## src/rtl/zmips_pkg.sv

```systemverilog
// Shared types and helpers for the zmips write-back path.
package zmips_pkg;

  localparam int REG_ADDR_W = 5;
  localparam int DATA_W     = 32;
  localparam int SB_W       = 30;
  localparam logic [REG_ADDR_W-1:0] PC_REG_LO = 5'd30;

  typedef struct packed {
    logic [REG_ADDR_W-1:0] addr;
    logic [DATA_W-1:0]     data;
  } wb_entry_t;

  // Registers 30/31 are never written through this port.
  function automatic logic is_pc_reg(input logic [REG_ADDR_W-1:0] a);
    return a >= PC_REG_LO;
  endfunction

  // One-hot scoreboard mask; addresses 30/31 map to an empty mask.
  function automatic logic [SB_W-1:0] addr_onehot(input logic [REG_ADDR_W-1:0] a);
    logic [SB_W-1:0] v;
    v = '0;
    for (int i = 0; i < SB_W; i++) begin
      if (a == REG_ADDR_W'(i)) v[i] = 1'b1;
    end
    return v;
  endfunction

endpackage

```

## src/rtl/zmips_wb_fifo.sv

```systemverilog
// Long-latency result FIFO; with ZMIPS_WB_FWD_EN defined it also exposes
// every entry, ordered head (index 0) to tail, for forwarding.
module zmips_wb_fifo
  import zmips_pkg::*;
#(
  parameter int DEPTH = 4
) (
  input  logic      clk,
  input  logic      rst_n,
  input  logic      push,
  input  wb_entry_t push_entry,
  input  logic      pop,
  output wb_entry_t head,
  output logic      full,
  output logic      empty
`ifdef ZMIPS_WB_FWD_EN
  , output wb_entry_t [DEPTH-1:0] view_entry
  , output logic [DEPTH-1:0]      view_valid
`endif
);

  localparam int AW = $clog2(DEPTH);

  wb_entry_t     mem [DEPTH];
  logic [AW:0]   wr_ptr;
  logic [AW:0]   rd_ptr;
  logic [AW:0]   count;

  assign count = wr_ptr - rd_ptr;
  assign full  = (count == (AW+1)'(DEPTH));
  assign empty = (count == '0);
  assign head  = mem[rd_ptr[AW-1:0]];

  always_ff @(posedge clk or negedge rst_n) begin
    if (!rst_n) begin
      wr_ptr <= '0;
      rd_ptr <= '0;
    end else begin
      if (push) wr_ptr <= wr_ptr + 1'b1;
      if (pop)  rd_ptr <= rd_ptr + 1'b1;
    end
  end

  always_ff @(posedge clk) begin
    if (push) mem[wr_ptr[AW-1:0]] <= push_entry;
  end

`ifdef ZMIPS_WB_FWD_EN
  always_comb begin
    view_entry = '0;
    view_valid = '0;
    for (int i = 0; i < DEPTH; i++) begin
      view_entry[i] = mem[AW'(rd_ptr[AW-1:0] + AW'(i))];
      view_valid[i] = count > (AW+1)'(i);
    end
  end
`endif

endmodule

```

## src/rtl/zmips_wb_arbiter.sv

```systemverilog
// Register-file write-back arbiter: ALU vs long-latency results, scoreboard,
// and optional forwarding enabled by defining ZMIPS_WB_FWD_EN.
module zmips_wb_arbiter
  import zmips_pkg::*;
#(
  parameter int DEPTH = 4
) (
  input  logic        clk,
  input  logic        rst_n,
  input  logic        alu_valid,
  input  logic [4:0]  alu_addr,
  input  logic [31:0] alu_data,
  input  logic        ll_valid,
  output logic        ll_ready,
  input  logic [4:0]  ll_addr,
  input  logic [31:0] ll_data,
  input  logic        iss_valid,
  input  logic [4:0]  iss_addr,
  input  logic [4:0]  rd_addr_0,
  input  logic [4:0]  rd_addr_1,
  output logic        busy_0,
  output logic        busy_1,
  output logic        stall,
  output logic        rf_wr,
  output logic [4:0]  rf_wr_addr,
  output logic [31:0] rf_wr_data,
  output logic        wr_err,
  output logic        fwd_hit_0,
  output logic        fwd_hit_1,
  output logic [31:0] fwd_data_0,
  output logic [31:0] fwd_data_1
);

  wb_entry_t        head;
  wb_entry_t        src;
  logic             fifo_full;
  logic             fifo_empty;
  logic             push;
  logic             pop;
  logic             load;
  logic             drop;
  logic [SB_W-1:0]  sb;
  logic [SB_W-1:0]  sb_set;
  logic [SB_W-1:0]  sb_clr;

`ifdef ZMIPS_WB_FWD_EN
  wb_entry_t [DEPTH-1:0] view_entry;
  logic [DEPTH-1:0]      view_valid;
`endif

  assign ll_ready = !fifo_full;
  assign stall    = fifo_full;
  assign push     = ll_valid && !fifo_full;
  assign pop      = !alu_valid && !fifo_empty;

  zmips_wb_fifo #(.DEPTH(DEPTH)) u_fifo (
    .clk        (clk),
    .rst_n      (rst_n),
    .push       (push),
    .push_entry ('{addr: ll_addr, data: ll_data}),
    .pop        (pop),
    .head       (head),
    .full       (fifo_full),
    .empty      (fifo_empty)
`ifdef ZMIPS_WB_FWD_EN
    , .view_entry (view_entry)
    , .view_valid (view_valid)
`endif
  );

  // ALU always wins the output stage; the FIFO head only moves when it loads.
  always_comb begin
    src    = '0;
    sb_set = '0;
    sb_clr = '0;
    if (alu_valid) src = '{addr: alu_addr, data: alu_data};
    else           src = head;
    load = alu_valid || !fifo_empty;
    drop = load && is_pc_reg(src.addr);
    if (iss_valid) sb_set = addr_onehot(iss_addr);
    if (pop)       sb_clr = addr_onehot(head.addr);
  end

  always_ff @(posedge clk or negedge rst_n) begin
    if (!rst_n) begin
      rf_wr      <= 1'b0;
      rf_wr_addr <= '0;
      rf_wr_data <= '0;
      wr_err     <= 1'b0;
      sb         <= '0;
    end else begin
      rf_wr  <= load && !drop;
      wr_err <= drop;
      if (load && !drop) begin
        rf_wr_addr <= src.addr;
        rf_wr_data <= src.data;
      end
      sb <= (sb & ~sb_clr) | sb_set;
    end
  end

  assign busy_0 = |(sb & addr_onehot(rd_addr_0));
  assign busy_1 = |(sb & addr_onehot(rd_addr_1));

`ifdef ZMIPS_WB_FWD_EN
  // Output register is oldest; later FIFO slots override earlier ones.
  function automatic logic [32:0] fwd_lookup(
    input logic [4:0]            a,
    input logic                  out_wr,
    input logic [4:0]            out_addr,
    input logic [31:0]           out_data,
    input wb_entry_t [DEPTH-1:0] ve,
    input logic [DEPTH-1:0]      vv
  );
    logic [32:0] r;
    r = '0;
    if (out_wr && out_addr == a) r = {1'b1, out_data};
    for (int i = 0; i < DEPTH; i++) begin
      if (vv[i] && ve[i].addr == a) r = {1'b1, ve[i].data};
    end
    return r;
  endfunction

  always_comb begin
    {fwd_hit_0, fwd_data_0} = fwd_lookup(rd_addr_0, rf_wr, rf_wr_addr, rf_wr_data,
                                         view_entry, view_valid);
    {fwd_hit_1, fwd_data_1} = fwd_lookup(rd_addr_1, rf_wr, rf_wr_addr, rf_wr_data,
                                         view_entry, view_valid);
  end
`else
  assign fwd_hit_0  = 1'b0;
  assign fwd_hit_1  = 1'b0;
  assign fwd_data_0 = '0;
  assign fwd_data_1 = '0;
`endif

  // A re-issue is only legal on the edge where the pending write commits.
  a_issue_not_busy: assert property (@(posedge clk) disable iff (!rst_n)
    iss_valid |-> !(|(sb & ~sb_clr & addr_onehot(iss_addr))));

  m_ll_hold: assume property (@(posedge clk) disable iff (!rst_n)
    ll_valid && !ll_ready |=> ll_valid && $stable(ll_addr) && $stable(ll_data));

endmodule

```

## config.mk

```make
export PLATFORM = sky130hd
export DESIGN_NAME = zmips_wb_arbiter
export DESIGN_NICKNAME = d
export VERILOG_FILES = /design/src/rtl/zmips_pkg.sv /design/src/rtl/zmips_wb_fifo.sv /design/src/rtl/zmips_wb_arbiter.sv
export SDC_FILE = /design/constraint.sdc
export NUM_CORES = 1
export LEC_CHECK = 0
export CORE_ASPECT_RATIO = 1.4
export CORE_MARGIN = 2
export CORE_UTILIZATION = 40
export CTS_BUF_LIST = sky130_fd_sc_hd__clkbuf_4 sky130_fd_sc_hd__clkbuf_8 sky130_fd_sc_hd__clkbuf_16
export DETAILED_ROUTE_END_ITERATION = 16
export GPL_ROUTABILITY_DRIVEN = 0
export PLACE_DENSITY = 0.68
export SLEW_MARGIN = 25
export SYNTH_ARGS = -nofsm -noshare
export SYNTH_HDL_FRONTEND = slang
export SYNTH_HIERARCHICAL = 1
export SYNTH_SLANG_ARGS = --single-unit
```

## constraint.sdc

```tcl
create_clock -name clk -period 6.7 [get_ports clk]
set_clock_uncertainty 0.1 [all_clocks]
set_input_delay 1.34 -clock clk [delete_from_list [all_inputs] [get_ports clk]]
set_output_delay 1.34 -clock clk [all_outputs]
set_load 0.1 [all_outputs]
```

==> Yosys cells after proc, flatten, opt, wreduce, memory -nomap -nowiden <==
Memories as Yosys holds them, arrays and structs flattened.
Index checks and enable logic that the tools add are counted.
{ "word_totals": {"register_bits": 75, "word_cells": 275, "out_inout_bits": 109, "inputBits": 94, "ramBits": 148, "n_memories": 1} }
{ "op_classes": {"order_cmp": 1, "bitwise_logic": 5, "addsub": 3, "mux": 125, "n_eq_ne": 117, "n_reduce_logical": 16} }
{ "memory_table": {"columns": ["memory", "depth", "word_bits", "read_ports", "rd_ports_with_merged_regs", "wr", "line_no", "text"], "rows": [
  ["u_fifo.mem", 4, 37, 1, 0, 1, "zmips_wb_fifo.sv:24", "wb_entry_t mem [DEPTH];"]
]} }
{ "ops": {"columns": ["operator", "count"], "rows": [
  ["== test 5 bit, second input constant", 56],
  ["== test 5 x 4 -> 1 bit, second input constant", 32],
  ["two-way mux 1 bit", 122],
  ["AND 30 bit", 3],
  ["== test 5 x 3 -> 1 bit, second input constant", 16],
  ["two-way mux 30 bit", 2],
  ["OR reduction 30 bit", 2],
  ["== test 5 x 2 -> 1 bit, second input constant", 8],
  ["two-way mux 37 bit", 1],
  ["inverter 30 bit", 1],
  ["OR 30 bit", 1],
  ["== test 5 x 1 -> 1 bit, second input constant", 4],
  ["zero test 5 bit", 4],
  ["adder 3 x 1 -> 3 bit, second input constant", 2],
  ["greater-or-equal comparator 5 bit, second input constant", 1],
  ["logical AND 1 bit", 4],
  ["zero test 1 bit", 4],
  ["== test 3 bit, second input constant", 1],
  ["zero test 3 bit", 1],
  ["subtractor 3 bit", 1],
  ["logical OR 1 bit", 1]
]} }

==> Depth between registers and ports, before layout <==
{ "depth": {"word_depth": 8, "ltp_mapped": 13} }

==> Modules after synthesis <==
Netlist, hierarchy kept.
{ "by_module_without_submodules": {"columns": ["mod", "n_inst", "seq_area_each_um2", "area_each_um2", "cells_per_inst"], "rows": [
  ["zmips_wb_fifo", 1, 4594.4, 5720.5, 228],
  ["zmips_wb_arbiter", 1, 1726.7, 4276.6, 468]
]} }

==> Worst setup path before layout <==
OpenSTA, ideal clock, no wires.
{ "synth_timing": {"kind": "in2out", "from": "input rd_addr_1[0]", "to": "output busy_1", "slack_ns": 1.483, "stages": 7, "arrival_time_ns": 3.777, "path_cell_list": "clkbuf_2 > buf_2 > nor3b_1 > a31oi_1 > nor3b_1 > nor3_1 > a31oi_1"} }
{ "synth_via": {"elab_chain_cells": 4, "word_cells_on_any_way": 62} }
{ "synth_rtl": {"columns": ["element", "line_no", "text"], "rows": [
  ["from (decl)", "zmips_wb_arbiter.sv:20", "input logic [4:0] rd_addr_1,"],
  ["== test 5 x 1 -> 1 bit (tied with other cells)", "zmips_pkg.sv:24", "if (a == REG_ADDR_W'(i)) v[i] = 1'b1;"],
  ["two-way mux 1 bit", "zmips_pkg.sv:24", null],
  ["AND 30 bit (*)", "zmips_wb_arbiter.sv:103", "assign busy_1 = |(sb & addr_onehot(rd_addr_1));"],
  ["OR reduction 30 bit (*)", "zmips_wb_arbiter.sv:103", null],
  ["to (decl)", "zmips_wb_arbiter.sv:22", "output logic busy_1,"]
]} }
Every way passes the cells marked *; elsewhere a longest branch is shown, timed or not.

==> Worst setup path in the final report <==
{ "layout_timing": {"from": "register u_fifo.rd_ptr[1]", "to": "output stall"} }
{ "layout_via": {"elab_chain_cells": 2} }
{ "layout_rtl": {"columns": ["element", "line_no", "text"], "rows": [
  ["from (decl)", "zmips_wb_fifo.sv:26", "logic [AW:0] rd_ptr;"],
  ["from (signal assigned)", "zmips_wb_fifo.sv:40", "if (pop) rd_ptr <= rd_ptr + 1'b1;"],
  ["subtractor 3 bit", "zmips_wb_fifo.sv:29", "assign count = wr_ptr - rd_ptr;"],
  ["== test 3 bit", "zmips_wb_fifo.sv:30", "assign full = (count == (AW+1)'(DEPTH));"],
  ["to (decl)", "zmips_wb_arbiter.sv:23", "output logic stall,"]
]} }
No other way between the ends.

==> impl_metrics.toml <==
[floorplanning]
die_h_um = 191
die_width_um = 138
dieArea_sq_mm = 0.0263
num_rows = 68
core_sq_mm = 0.0246
ioPinCount = 203
start_util_pct = 40.7

[run_status]
outcome = "complete, no violations"

[synth]
synth_xor_area_share_pct = 0.526
synth_edf_count = 148
synth_cell_types = 55
synth_mux_area_share_pct = 13.2
syn_inst = 696
synth_top_family_by_area = "multiplexers"
synth-simple-area-share_pct = 7.07
synth_fa_ha_area_share_pct = 0.876
ys.warnings.count = 6
netlist_area_sq_mm = 0.0100
synth-seq-cells = 223
yosysSeqAreaShare_pct = 63.2
syn_avg_cell_area_sq_um = 14.4
async_flop_share_pct = 33.6
synth_compound_area_share_pct = 7.40
synthFlopType = "edfxtp_1"

[grt]
grt_usage_pct = 16.7
grt_first_pass_wirelength_um = 33700
antenna_found_initial = 2
grt_overflow = 0
grt_max_degree = 42
grt_pass1_vias = 6108

[final_layout]
nNetsFinal = 929
drive_gt1_share_pct = 11.9
area_delta_synth_final_pct = 20.9
final_cell_mix = "148 x edfxtp_1, 132 x clkdlybuf4s50_1, 73 x dfrtp_1"
utilization_pct = 49.2
finalNonFillerCells = 1161
finalInstanceArea_sq_mm = 0.0121
layout_commonest_cell = "edfxtp_1"

[timing]
fmax_mhz = 203
rsz0062_at_grt = "false"
whs_ns = 0.378
period_needed_ns = 4.92
final-setup-viol-count = 0
finalCritPeriodShare_pct = 73.5
hold_viol_final = 0
worst_pin_slew_ns = 1.03
drv_slew = 0
relSlewSlack_pct = 31.4
fin_setup_tns_ns = 0
final.setup.worst_slack_ns = 1.78

[pwr]
p_int_mw = 3.49
p_leak_nw = 4.41
powerDensity_mw_per_mm2 = 514
seqPwrFrac_pct = 35.0
power_mw = 6.22
sw_frac_of_total_pct = 43.8
power_switching_mw = 2.72
p_comb_share_pct = 44.6
ir_drop_mv = 0.293
clkPwrFrac_pct = 20.4

[critical_path]
cp-startpoint = "u_fifo/rd_ptr[1]$_DFFE_PN0P_"
crit_type = "flop to output pin"
critPathCapture = "stall"
timing.reg2reg.setup_slack_ns = 3.27
cp_data_required_time_ns = 5.26
crit_fanout = 39
r2r_end = "u_fifo/mem[3][5]$_DFFE_PP_"
crit_path_end_kind = "output pin"
r2r_cells = 9
arrival_ns = 3.48
start_kind = "flop"
rr_startpoint = "u_fifo/rd_ptr[1]$_DFFE_PN0P_"

[clock_network]
clk_latency_ns = 0.51
ctsRootBufferMaster = "clkbuf_16"
cts.sink_count = 223
cts_max_level = 1
clk_pin_slew_ns = 0.06
cts_setup_buffers = 0
cts_resized = 0
cts.path.max_buffers = 3
cts_made_buffers = 22
cts_tree = "yes"
hold_buffers = 0

[detailed_routing]
viasPerCell = 5.15
ant_nets = 0
wl_per_cell_um = 18.8
drc = 0
drt_iter0_drc = 329
num_vias = 5975
routed_wl_um = 21900
firstDrtPassIters = 6

[placement]
place_hpwl_um = 14700
portBuffers = 136
place_worst_setup_slack_ns = 1.86
place_inst = 1119
placed_area_sq_mm = 0.0113

[worst_hold_path]
min-delay-path-class = "flop to flop"

[job]
cap_violations = 0
## logic make-up after synthesis
group	count (synthesis)
and+or+nand+nor	128
DFF	223
other	1
xor gates and xnor gates	6
adders and majority gates	7
buffers and inverters	113
muxes	84
AOI/OAI and AO/OA	134
## per-layer routing
layer / up-vias / GRT usage [%] / wire (um)
met4: 0 / 7.26 / 897
met5: - / 0 / 0
li1: 2743 / - / -
met2: 220 / 29.2 / 11300
met1: 2952 / 19.7 / 8290
met3: 60 / 3.63 / 1330
## worst min path at each step
stage               depth (start not counted)                          from  slack [ns]                      endpoint
finish                                      2    rf_wr_data[27]$_DFFE_PN0P_        0.38    rf_wr_data[27]$_DFFE_PN0P_
global route                                1  u_fifo/wr_ptr[2]$_DFFE_PN0P_        0.40  u_fifo/wr_ptr[2]$_DFFE_PN0P_
CTS                                         2    rf_wr_data[27]$_DFFE_PN0P_        0.38    rf_wr_data[27]$_DFFE_PN0P_
detailed placement                          2    rf_wr_data[27]$_DFFE_PN0P_        0.37    rf_wr_data[27]$_DFFE_PN0P_
global placement                            2    rf_wr_data[27]$_DFFE_PN0P_        0.36    rf_wr_data[27]$_DFFE_PN0P_
floorplan                                   1  u_fifo/wr_ptr[2]$_DFFE_PN0P_        0.36  u_fifo/wr_ptr[2]$_DFFE_PN0P_
## cell type report
cell class / instances / area (sq um)
antenna: 3 / 7.51
clock buffer: 26 / 598
clock inverter: 13 / 150
fill: 2132 / 12500
inverter: 14 / 52.6
multi-input combinational: 425 / 3170
sequential: 223 / 6320
tap: 315 / 394
timing repair buffer: 142 / 1390
## state kept, by name, summed over array words and instances, names as in the netlist
register / flops
u_fifo/mem: 148
sb: 30
rf_wr_addr: 5
u_fifo/wr_ptr: 3
u_fifo/rd_ptr: 3
rf_wr: 1
wr_err: 1
rf_wr_data: 32
## synth_stat cells, drive strengths merged, types with 3 or more instances
cell type / n / area share, %
edfxtp: 148 / 44
o21ai: 102 / 5.1
buf: 92 / 6.9
dfrtp: 75 / 19
nand2: 48 / 1.8
mux2i: 44 / 4.4
mux4: 38 / 8.6
inv: 14 / 0.53
nand2b: 13 / 0.81
nand3: 10 / 0.50
nor2b: 9 / 0.56
a21oi: 8 / 0.40
nand3b: 8 / 0.60
clkbuf: 7 / 0.29
ha: 7 / 0.88
o22ai: 7 / 0.44
nand4b: 6 / 0.53
nor2: 5 / 0.19
or2: 5 / 0.31
or3: 5 / 0.51
and2: 4 / 0.25
nand4: 4 / 0.25
nor3b: 4 / 0.30
and3: 3 / 0.19
xnor2: 3 / 0.26
xor2: 3 / 0.26
## critical path, cell delays in order (launching register included)
cell and delay (ns):
dfrtp_2 0.34, buf_4 0.48, inv_1 0.12, ha_1 0.21
nor2b_1 0.14, xnor2_1 0.15, nor2b_1 0.32, clkdlybuf4s50_1 1.20
## power by group through the flow
stage	logic, mW	registers (mW)	clock network, mW
2_1_floorplan	1.35	2.97	0
3_3_place_gp	2.78	2.19	0
3_5_place_dp	2.81	2.20	0
4_1_cts	2.81	2.18	1.30
5_1_grt	2.96	2.22	1.35
6_report	2.77	2.18	1.27
Power figures use the tool's default switching activity.
